[src/rtl/jk_counter.sv]
// jk_counter: per-bit JK register / up-down counter / loader with wrap pulse; define JK_COUNTER_SAT_EN for saturating counts
module jk_counter #(
  parameter int WIDTH = 4,
  parameter logic [WIDTH-1:0] RST_VAL = '0
) (
  input  logic             clk,
  input  logic             rst,
  input  logic             en,
  input  logic [1:0]       mode,
  input  logic [WIDTH-1:0] j,
  input  logic [WIDTH-1:0] k,
  input  logic [WIDTH-1:0] din,
  output logic [WIDTH-1:0] q,
  output logic [WIDTH-1:0] qb,
  output logic             tc,
  output logic             wrap
);
  logic [WIDTH-1:0] q_nx;
  logic             at_top, at_bot;
  assign at_top = &q;
  assign at_bot = ~|q;
  assign qb = ~q;
  assign tc = (mode == 2'b01 && at_top) || (mode == 2'b10 && at_bot);
  // next q: JK per bit, count step, or parallel load
  always_comb begin
`ifdef JK_COUNTER_SAT_EN
    q_nx = mode == 2'b00 ? (q & ~k) | (~q & j) :
           mode == 2'b01 ? (at_top ? q : q + 1'b1) :
           mode == 2'b10 ? (at_bot ? q : q - 1'b1) : din;
`else
    q_nx = mode == 2'b00 ? (q & ~k) | (~q & j) :
           mode == 2'b01 ? q + 1'b1 :
           mode == 2'b10 ? q - 1'b1 : din;
`endif
  end
  // state register; wrap flags a count edge taken while tc was high
  always_ff @(posedge clk or negedge rst) begin
    if (!rst) begin
      q    <= RST_VAL;
      wrap <= 1'b0;
    end else if (en) begin
      q    <= q_nx;
`ifdef JK_COUNTER_SAT_EN
      wrap <= 1'b0;
`else
      wrap <= tc;
`endif
    end else begin
      wrap <= 1'b0;
    end
  end
endmodule

[config.mk]
export PLATFORM = sky130hd
export DESIGN_NAME = jk_counter
export DESIGN_NICKNAME = d
export VERILOG_FILES = /design/src/rtl/jk_counter.sv
export SDC_FILE = /design/constraint.sdc
export NUM_CORES = 1
export LEC_CHECK = 0
export BUFFER_PORTS_ARGS = -buffer_cell sky130_fd_sc_hd__buf_2
export CORE_AREA = 2 2 39 41
export DETAILED_ROUTE_END_ITERATION = 6
export DIE_AREA = 0 0 41 43
export PLACE_DENSITY = 0.62
export SLEW_MARGIN = 20
export SYNTH_ARGS = -nofsm -noshare
export SYNTH_HDL_FRONTEND = slang
export SYNTH_SLANG_ARGS = --single-unit
[constraint.sdc]
create_clock -name clk -period 3.76 [get_ports clk]
set_clock_uncertainty 0.05 [all_clocks]
set_input_delay 0 -clock clk [delete_from_list [all_inputs] [get_ports clk]]
set_output_delay 0 -clock clk [all_outputs]
set_load 0.02 [all_outputs]
==> results.json <==
{
  "cp.required_ns": 3.83,
  "tightestPinTransition_ns": 0.2447,
  "cts_sinks": 5,
  "seq_power_share": 0.302,
  "cts_buffers": 3,
  "r2r_cells": 5,
  "synthArstFlopShare": 1.000,
  "yosys.area_share.simple": 0.2321,
  "synthAdderAreaFrac": 0.08596,
  "rsz0062_at_grt": "false",
  "drive_gt1_frac": 0.3855,
  "arrival_ns": 1.61,
  "combPwrFrac": 0.476,
  "insertion_delay_ns": 0.24,
  "grt_pass1_wl_um": 1731,
  "stdcell_area_sq_um": 610.6,
  "grt_overflow": 0,
  "n_antenna_cell": 0,
  "cts_buffer_depth": 2,
  "setup_viol": 0,
  "htree_levels": 1,
  "synth.area.mux_share": 0,
  "power_w": 0.0002696,
  "end_kind": "register",
  "initial_core_util": 0.3156,
  "reg2reg_to": "q[2]",
  "area_delta_synth_final_pct": 39.83,
  "clk_pin_slew_worst_paths_ns": 0.04,
  "globalplace.congestion": 0.7164,
  "port-buffer-count": 26,
  "synth_common_cells": "o21ai_0 (9), dfrtp_1 (5), nand3_1 (4)",
  "yosys.area.top_type_share": 0.2865,
  "p_sw_w": 0.0001134,
  "critPathKind": "register to register",
  "ys.flop_type": "dfrtp_1",
  "p_leak_nw": 0.2945,
  "yosysWarnings": 0,
  "status": "complete, no violations",
  "layout.cells.non_filler": 99,
  "synth_top_family_by_area": "compound AO/OA/AOI/OAI gates",
  "cts_tree": "yes",
  "ant_nets": 0,
  "cp.depth": 5,
  "place_area_sq_um": 574.3,
  "synth-seq-area-share": 0.2865,
  "hold_violations": 0,
  "dp.cells": 94,
  "synth_compound_area_frac": 0.2722,
  "start_kind": "register",
  "synth_cell_types": 27,
  "hold_path_class": "input port to register",
  "max_freq_mhz": 646.3,
  "drv_cap": 0,
  "synth_fp_nets": 75,
  "crit_end": "q[2]",
  "startpoint": "q[0]",
  "grt_pass1_vias": 424,
  "synth_top_area_cell": "dfrtp_1",
  "drt-wirelength-per-cell_um": 11.41,
  "synth_edf_count": 0,
  "grt_max_degree": 15,
  "swShare": 0.4204,
  "clkPwrFrac": 0.222,
  "maxSlewViolCount": 0,
  "place_hpwl_um": 882.7,
  "num_vias": 504,
  "crit_buf_inv": 0,
  "syn_inst": 55,
  "power_density_nw_per_um2": 441.6,
  "drt_iter0_drc": 13,
  "synth_xor_area_frac": 0.06017,
  "nets": 104,
  "dieArea_sq_um": 1763,
  "fin_crit_sh": 0.4115,
  "crit_fanout": 7,
  "critPathSlowestCell": "dfrtp_1",
  "tns_ns": 0,
  "ys_ff_latch": 5,
  "firstDrtPassIters": 4,
  "yosysMostFrequentCell": "o21ai_0",
  "num_rows": 14,
  "ir_drop_mv": 0.2062,
  "gr-usage-all-layers": 0.1429,
  "root_buffer": "clkbuf_4",
  "syn_avg_cell_area_sq_um": 7.939,
  "ioPinCount": 27,
  "drc": 0,
  "slew_headroom": 0.8369,
  "die_height_um": 43,
  "ys_top_cells_by_area": "dfrtp_1 (29%), o21ai_0 (10%), ha_1 (8.6%), nand3_1 (4.6%), o2111ai_1 (4.0%)",
  "rr_startpoint": "q[0]",
  "via_per_inst": 5.091,
  "dieWidth_um": 41,
  "internal_power_w": 0.0001563,
  "core_sq_um": 1384,
  "reg2reg_slack_ns": 2.21,
  "synth_area_sq_um": 436.7,
  "slowest_delay_ns": 0.44,
  "crit_family": "compound AO/OA/AOI/OAI gates",
  "fin_crit_ns": 1.547,
  "antenna_found_initial": 0,
  "wl_um": 1130,
  "path_cells": "ha_1 > xor2_1 > a21oi_1 > o21ai_0 > a221o_2",
  "hold_depth": 4
}
## power groups by stage
stage | registers, W | clock network [W] | logic [W]
floorplan | 0.0000921 | 0 | 0.0000751
global placement | 0.0000805 | 0 | 0.000127
detailed placement | 0.0000819 | 0 | 0.000128
CTS | 0.0000812 | 0.0000630 | 0.000129
global route | 0.0000842 | 0.0000683 | 0.000143
finish | 0.0000814 | 0.0000600 | 0.000128
## flip-flops by register name, summed over array words and instances, names as in the netlist
| name | count |
|---|---|
| wrap | 1 |
| q | 4 |
## metal layers
| layer | wire, um | GRT usage | up-vias |
|---|---|---|---|
| li1 | - | - | 262 |
| met1 | 513 | 0.1812 | 220 |
| met2 | 526 | 0.2125 | 22 |
| met3 | 90 | 0.06283 | 0 |
| met4 | 0 | 0.04000 | 0 |
| met5 | 0 | 0 | - |
## worst min-delay path: cells and delay by family
kind                   cells  cell delay (ns)
AO/OA/AOI/OAI              2             0.15
buffers and inverters      1             0.07
AND/OR/NAND/NOR            1             0.07
## worst min path at each step
stage,start,end,slack (ns)
6_report,k[0],q[0],0.05
2_1_floorplan,rst,q[0],-0.35
5_1_grt,rst,wrap,0.07
4_1_cts,k[0],q[0],0.05
3_3_place_gp,rst,q[3],-0.22
3_5_place_dp,rst,wrap,-0.22
## layout make-up
class / count / area, sq um
clock buffers: 4 / 26.28
fillers: 160 / 773.2
inverters: 4 / 15.01
multi-input cells: 43 / 284.0
flip-flops and latches: 5 / 125.1
well taps: 16 / 20.02
repair buffers: 27 / 140.1
## placed cells by master (no fill, tap or decap)
cell type / n
nand2_1: 3
o2111ai_1: 2
a21oi_1: 3
a32o_1: 1
a31oi_1: 2
clkbuf_1: 1
dfrtp_1: 5
nand4_1: 1
or4_1: 1
ha_1: 3
inv_2: 1
buf_2: 26
o21ai_0: 9
inv_1: 3
nand2b_1: 2
clkbuf_4: 3
or2_2: 1
xor2_1: 1
nor3b_1: 1
nand4b_1: 1
nor2_1: 1
nand3_1: 4
a221o_2: 1
and2_1: 1
xnor2_1: 2
o211ai_1: 1
nor2b_1: 1
dlygate4sd3_1: 1
nor3_1: 1
## cell families (layout without fill, tap and decap cells)
logic type | Yosys count | count (layout)
AO/OA/AOI/OAI | 19 | 19
AND/OR/NAND/NOR | 18 | 18
buffers and inverters | 7 | 35
flip-flops | 5 | 5
adder cells (fa/ha/maj) | 3 | 3
XOR/XNOR | 3 | 3
## per-stage QoR
| stage | hold WS, ns | util | setup slack [ns] |
|---|---|---|---|
| final | 0.05141 | 0.4412 | 2.213 |
| after CTS | 0.04713 | 0.4412 | 2.217 |
| after global routing | 0.07177 | 0.4412 | 2.122 |
| after global placement | -0.2240 | 0.4150 | 2.259 |
| after floorplan | -0.3456 | - | 2.058 |
| after detailed placement | -0.2227 | 0.4150 | 2.230 |
## what timing repair did
action                    4_1_cts  5_1_grt
hold buffers                    1        0
hold endpoints to repair        5        0
resized for setup               0        0
setup buffers                   0        0
(Power assumes the default switching activity.)
